<file path="config.mk">
export PLATFORM = sky130hd
export DESIGN_NAME = serial_sub_ctrl
export DESIGN_NICKNAME = d
export VERILOG_FILES = /design/src/rtl/serial_sub_ctrl.sv
export SDC_FILE = /design/constraint.sdc
export NUM_CORES = 1
export LEC_CHECK = 0
export BUFFER_PORTS_ARGS = -buffer_cell sky130_fd_sc_hd__buf_4
export CAP_MARGIN = 20
export CORE_UTILIZATION = 58
export DETAILED_ROUTE_END_ITERATION = 10
export PLACE_DENSITY = 0.8
export SYNTH_ARGS = -nofsm -noshare
export SYNTH_HDL_FRONTEND = slang
export SYNTH_SLANG_ARGS = --single-unit
</file>
<file path="constraint.sdc">
create_clock -name clk -period 2.9 [get_ports clk]
set_input_delay 0.145 -clock clk [delete_from_list [all_inputs] [get_ports clk]]
set_output_delay 0.145 -clock clk [all_outputs]
set_load 0.05 [all_outputs]
</file>
<file path="src/rtl/serial_sub_ctrl.sv">
// Bit-serial subtractor: one full-subtractor cell plus a borrow flop, LSB first.
// Optional signed-overflow output is enabled by defining SERIAL_SUB_OVF_EN.
module serial_sub_ctrl #(
  parameter int WIDTH = 8
) (
  input  logic             clk,
  input  logic             rst,
  input  logic             start,
  input  logic [WIDTH-1:0] a,
  input  logic [WIDTH-1:0] b,
  input  logic             bin,
  output logic             busy,
  output logic             done,
  output logic [WIDTH-1:0] diff,
  output logic             bout
`ifdef SERIAL_SUB_OVF_EN
  ,
  output logic             ovf
`endif
);

  localparam int CW = (WIDTH > 2) ? $clog2(WIDTH) : 1;

  typedef enum logic [1:0] {
    IDLE = 2'd0,
    RUN  = 2'd1,
    DONE = 2'd2
  } state_t;

  state_t           state;
  state_t           state_next;
  logic             accept;
  logic             last;
  logic [WIDTH-1:0] sa;
  logic [WIDTH-1:0] sb;
  logic [WIDTH-1:0] res;
  logic             brw;
  logic [CW-1:0]    cnt;
  logic             cell_diff;
  logic             cell_bout;

  function automatic logic fs_diff(input logic x, input logic y, input logic c);
    return x ^ y ^ c;
  endfunction

  function automatic logic fs_borrow(input logic x, input logic y, input logic c);
    return (~x & y) | (~x & c) | (y & c);
  endfunction

  // Single shared subtractor cell working on the current LSBs
  always_comb begin
    cell_diff = fs_diff(sa[0], sb[0], brw);
    cell_bout = fs_borrow(sa[0], sb[0], brw);
    last      = (cnt == CW'(WIDTH - 1));
  end

  // Next-state logic; start is only honoured when no operation is in flight
  always_comb begin
    state_next = state;
    accept     = 1'b0;
    case (state)
      IDLE: begin
        if (start) begin
          accept     = 1'b1;
          state_next = RUN;
        end else begin
          state_next = IDLE;
        end
      end
      RUN: begin
        if (last) begin
          state_next = DONE;
        end else begin
          state_next = RUN;
        end
      end
      DONE: begin
        if (start) begin
          accept     = 1'b1;
          state_next = RUN;
        end else begin
          state_next = IDLE;
        end
      end
      default: begin
        state_next = IDLE;
      end
    endcase
  end

  // State register
  always_ff @(posedge clk or posedge rst) begin
    if (rst) begin
      state <= IDLE;
    end else begin
      state <= state_next;
    end
  end

  // Operand capture, serial shifting and result load on the final bit
  always_ff @(posedge clk or posedge rst) begin
    if (rst) begin
      sa   <= '0;
      sb   <= '0;
      res  <= '0;
      brw  <= 1'b0;
      cnt  <= '0;
      diff <= '0;
      bout <= 1'b0;
`ifdef SERIAL_SUB_OVF_EN
      ovf  <= 1'b0;
`endif
    end else if (accept) begin
      sa  <= a;
      sb  <= b;
      brw <= bin;
      cnt <= '0;
    end else if (state == RUN) begin
      sa  <= sa >> 1;
      sb  <= sb >> 1;
      res <= {cell_diff, res[WIDTH-1:1]};
      brw <= cell_bout;
      cnt <= cnt + CW'(1);
      if (last) begin
        diff <= {cell_diff, res[WIDTH-1:1]};
        bout <= cell_bout;
`ifdef SERIAL_SUB_OVF_EN
        // brw still holds the borrow into the MSB cell here
        ovf  <= brw ^ cell_bout;
`endif
      end
    end
  end

  assign busy = (state == RUN);
  assign done = (state == DONE);

endmodule

</file>
; Word-level counts from Yosys, hierarchy flattened
; Cells that the tools add are included.
[word_totals]
input_bits = 20
output_inout_bits = 11
register_bits = 39
elab_cells = 39
[classes]
eq_ne = 3
bitwise = 9
muxes = 13
n_addsub = 1
reduce_logical = 5
[ops]
columns = op, n
row1 = 8-bit two-way mux, 4
row2 = 3-bit two-way mux, 2
row3 = 1-bit two-way mux, 5
row4 = 2-bit case mux with 2 select lines, 1
row5 = 3-bit by 1-bit adder with 3-bit output (second input constant), 1
row6 = 1-bit bitwise AND, 3
row7 = 3-bit equality test (second input constant), 1
row8 = 3-bit AND reduction, 1
row9 = 2-bit by 1-bit equality test with 1-bit output (second input constant), 1
row10 = 2-bit equality test (second input constant), 1
row11 = 2-bit logical NOT, 1
row12 = 2-bit two-way mux, 1
row13 = 1-bit NOT, 2
row14 = 1-bit OR, 2
row15 = 2-bit AND reduction, 1
row16 = 2-bit nonzero test, 1
row17 = 2-bit OR reduction, 1
row18 = 1-bit XOR, 2

; Logic depth before layout (Yosys ltp)
[depth]
word_depth = 6
depth_mapped = 6
depth_no_buf = 5

; Worst setup path before layout
; OpenSTA, ideal clock, no wires.
[synth_timing]
path_type = reg-to-reg
from = register cnt[0]
to = register bout
arrival_time_ns = 1.331
path_stages_with_launch = 6
path_buffers = 1
required_ns = 2.775
path_slack_ns = 1.444
setup_time_ns = 0.125
period_less_slack_ns = 1.456
path_cell_list = dfrtp_1 > ha_1 > ha_1 > nand3b_1 > buf_6 > mux2_4
[synth_via]
elab_chain_len = 2
[synth_lines]
columns = item, line
row1 = "start, declared", 38  ; logic [CW-1:0] cnt;
row2 = "start signal, assigned", 123  ; cnt <= cnt + CW'(1);
row3 = 3-bit equality test, 54  ; last = (cnt == CW'(WIDTH - 1));
row4 = 3-bit AND reduction (no source line), --
row5 = "end signal, assigned", 126  ; bout <= cell_bout;
row6 = "end, declared", 15  ; output logic bout
; No other way between the ends.
; A chain may end at the register's enable or synchronous reset.

; Worst setup path after layout
[layout_timing]
from = register state[0]
to = output busy
[layout_via]
elab_chain_len = 1
[layout_lines]
columns = item, line
row1 = "start, declared", 30  ; state_t state;
row2 = "start signal, assigned", 96  ; state <= state_next;
row3 = 2-bit by 1-bit equality test with 1-bit output, 135  ; assign busy = (state == RUN);
row4 = "end, declared", 12  ; output logic busy,
; No other way between the ends.

==> results_dict.tcl <==
set metrics [dict create \
    num_rows 19 \
    drive_gt1_share_pct 26.78 \
    synthCells 153 \
    dp_hpwl_um 2193 \
    ios 31 \
    power_density_nw_per_um2 1146 \
    drt_iter0_markers 30 \
    synth_nets 176 \
    grt_setup_unrepaired "no" \
    cts.path.max_buffers 2 \
    routabilityCongestion 0.8179 \
    cts_resized 0 \
    routed_via_density 5.519 \
    drtPass1Iterations 4 \
    port_buffers 30 \
    htreeDepth 2 \
    fmax_mhz 427.4 \
    ys_ff_latch 38 \
    die_w_um 56.64 \
    setup_viol 0 \
    vias 1181 \
    fin_setup_tns_ns 0 \
    max_stage_delay_ns 0.83 \
    skew_ns 0.005947 \
    syn_area_per_cell_um2 11.32 \
    finalCritPeriodShare_pct 80.68 \
    r2r_cells 2 \
    cts_sinks 38 \
    hold_viol_final 0 \
    reg2reg_from "state[0]" \
    nets 205 \
    critPathBufInv 2 \
    worstPathRequired_ns 2.76 \
    syn_area_um2 1732 \
    worstPathArrival_ns 2.19 \
    ys_types 24 \
    path_clk_slew_ns 0.11 \
    hold_end "sa[7]" \
    yosysTopAreaCell "dfrtp_1" \
    period_minus_slack_ns 2.340 \
    syn_to_final_growth_pct 15.75 \
    ys_seq_area_share_pct 54.91 \
    synth_top_family_by_area "compound AO/OA/AOI/OAI gates" \
    worst_slew_pin_slew_ns 0.7371 \
    crit_slowest_cell "dfrtp_1" \
    cp_top_family "flip-flops" \
    synthSimpleGateAreaFrac_pct 9.465 \
    worstHoldPathType "input port to flop" \
    vdd_drop_max_mv 1.016 \
    cp-end-kind "output pin" \
    ant_nets 0 \
    crit_chain "nand2b_1, inv_2, buf_4" \
    grt_first_pass_wirelength_um 5382 \
    start_kind "flop" \
    synth_xor_area_share_pct 0.5058 \
    antenna_found_initial 0 \
    track_usage_pct 22.45 \
    muxShareOfSynthArea_pct 11.99 \
    drv_slew 0 \
    drv_cap 0 \
    grt_pass1_vias 1188 \
    cts-root-buf "clkbuf_4" \
    grt-ovfl-total 0 \
    worstSetupPathType "flop to output pin" \
    cts_buffers 5 \
    final_common_cell "dfrtp_1" \
    wl_um 3117 \
    layout_common_cells "dfrtp_1, buf_4, nand2_1" \
    drc 0 \
    status "finished, final reports clean" \
    synth_compound_area_share_pct 14.16 \
    max_slew_margin_pct 50.86 \
    synthAdderAreaFrac_pct 2.601 \
    initial_core_util_pct 62.26 \
    instances_no_fill 214 \
    synth_warnings 0 \
    core_area_um2 2781 \
    worstSkewPairLatency_ns 0.34 \
    nFillCells 212 \
    grt_max_degree 39 \
    placed_cells 205 \
    antenna_cells 0 \
    whs_path_depth 2 \
    yosysTopAreaCellShare_pct 54.91 \
    wl_per_cell_um 14.57 \
    min_from "a[7]" \
    fp.dieH_um 56.64 \
    synthTopCellsByArea "dfrtp_1, mux2_4, mux2i_1" \
    path_max_fanout 25 \
    reg2reg_slack_ns 0.92 \
    fp.dieArea_um2 3208 \
    leakage_nw 0.9846 \
    cts_tree "built" \
    r2r-end "diff[1]" \
]
[what timing repair did]
item	4_1_cts	5_1_grt
buffers inserted	0	0
hold buffers	1	0
setup endpoints to repair	0	0
endpoints found under the hold margin	38	0
[logic make-up after synthesis]
kind of cell	Yosys count
simple gates	34
xor+xnor	1
flops	38
buf+inv	21
fa+ha+maj	3
mux	17
compound gates	39
[registers in the layout (all words and copies together) (netlist names)]
signal,cells
sa,8
brw,1
diff,8
bout,1
res,7
cnt,3
state,2
sb,8
[stage by stage]
stage | area [µm²] | util [%] | total power [mW] | worst slack [ns] | hold WS (ns)
after floorplan | 1732 | - | 1.773 | 1.444 | 0.2775
final | 2004 | 72.06 | 2.298 | 0.5602 | 0.01853
after global routing | 2004 | 72.06 | 2.462 | 0.3461 | 0.01279
after detailed placement | 1934 | 69.55 | 2.029 | 0.9022 | 0.2925
after CTS | 2004 | 72.06 | 2.318 | 0.5729 | 0.007875
after global placement | 1934 | 69.55 | 1.977 | 0.9924 | 0.2775
[report_power, final]
| group | internal, mW | switching (mW) |
|---|---|---|
| sequential | 0.780 | 0.223 |
| combinational | 0.435 | 0.578 |
| clock | 0.118 | 0.165 |
[synthesized netlist by cell type (all sizes together)]
master  count
fa          1
a21oi      15
buf        10
mux2i       8
ha          2
o21ai       3
o22ai       7
nand2b      2
a211oi      8
nand3b      1
nor2b      10
mux2        9
xnor2       1
a21o        1
dfrtp      38
nor2        1
nand2      20
inv        11
a22o        5
[worst reg2reg max path: cells and delay by family (launching register included)]
| family | cells | cell delay [ns] |
|---|---|---|
| simple gates | 1 | 0.58 |
| flops | 1 | 0.83 |
| mux | 1 | 0.47 |
[how the worst max path moves through the flow]
stage | startpoint | to | slack (ns) | cells past startpoint
floorplan | cnt[0] | bout | 1.44 | 5
global placement | state[0] | diff[0] | 0.99 | 2
detailed placement | state[0] | diff[1] | 0.90 | 2
CTS | state[0] | busy | 0.57 | 3
global route | state[0] | busy | 0.35 | 3
finish | state[0] | busy | 0.56 | 3
[metal layers]
| layer | GRT usage, % | share of wire (%) | vias up |
|---|---|---|---|
| met5 | 0 | 0 | - |
| met4 | 5.923 | 1.2 | 0 |
| met3 | 7.143 | 3.3 | 4 |
| met2 | 34.96 | 48 | 22 |
| met1 | 30.50 | 47 | 573 |
| li1 | - | - | 582 |
[cell type report]
| class | count | area, µm² | area share, % |
|---|---|---|---|
| clock inverters | 1 | 5.005 | 0.2497 |
| flip-flops and latches | 38 | 950.9 | 47.44 |
| multi-input cells | 94 | 670.6 | 33.46 |
| repair buffers | 32 | 242.7 | 12.11 |
| inverters | 11 | 41.29 | 2.060 |
| well taps | 31 | 38.79 | 1.935 |
| clock buffers | 7 | 55.05 | 2.747 |
No activity file was read; power rests on OpenSTA's default activity.
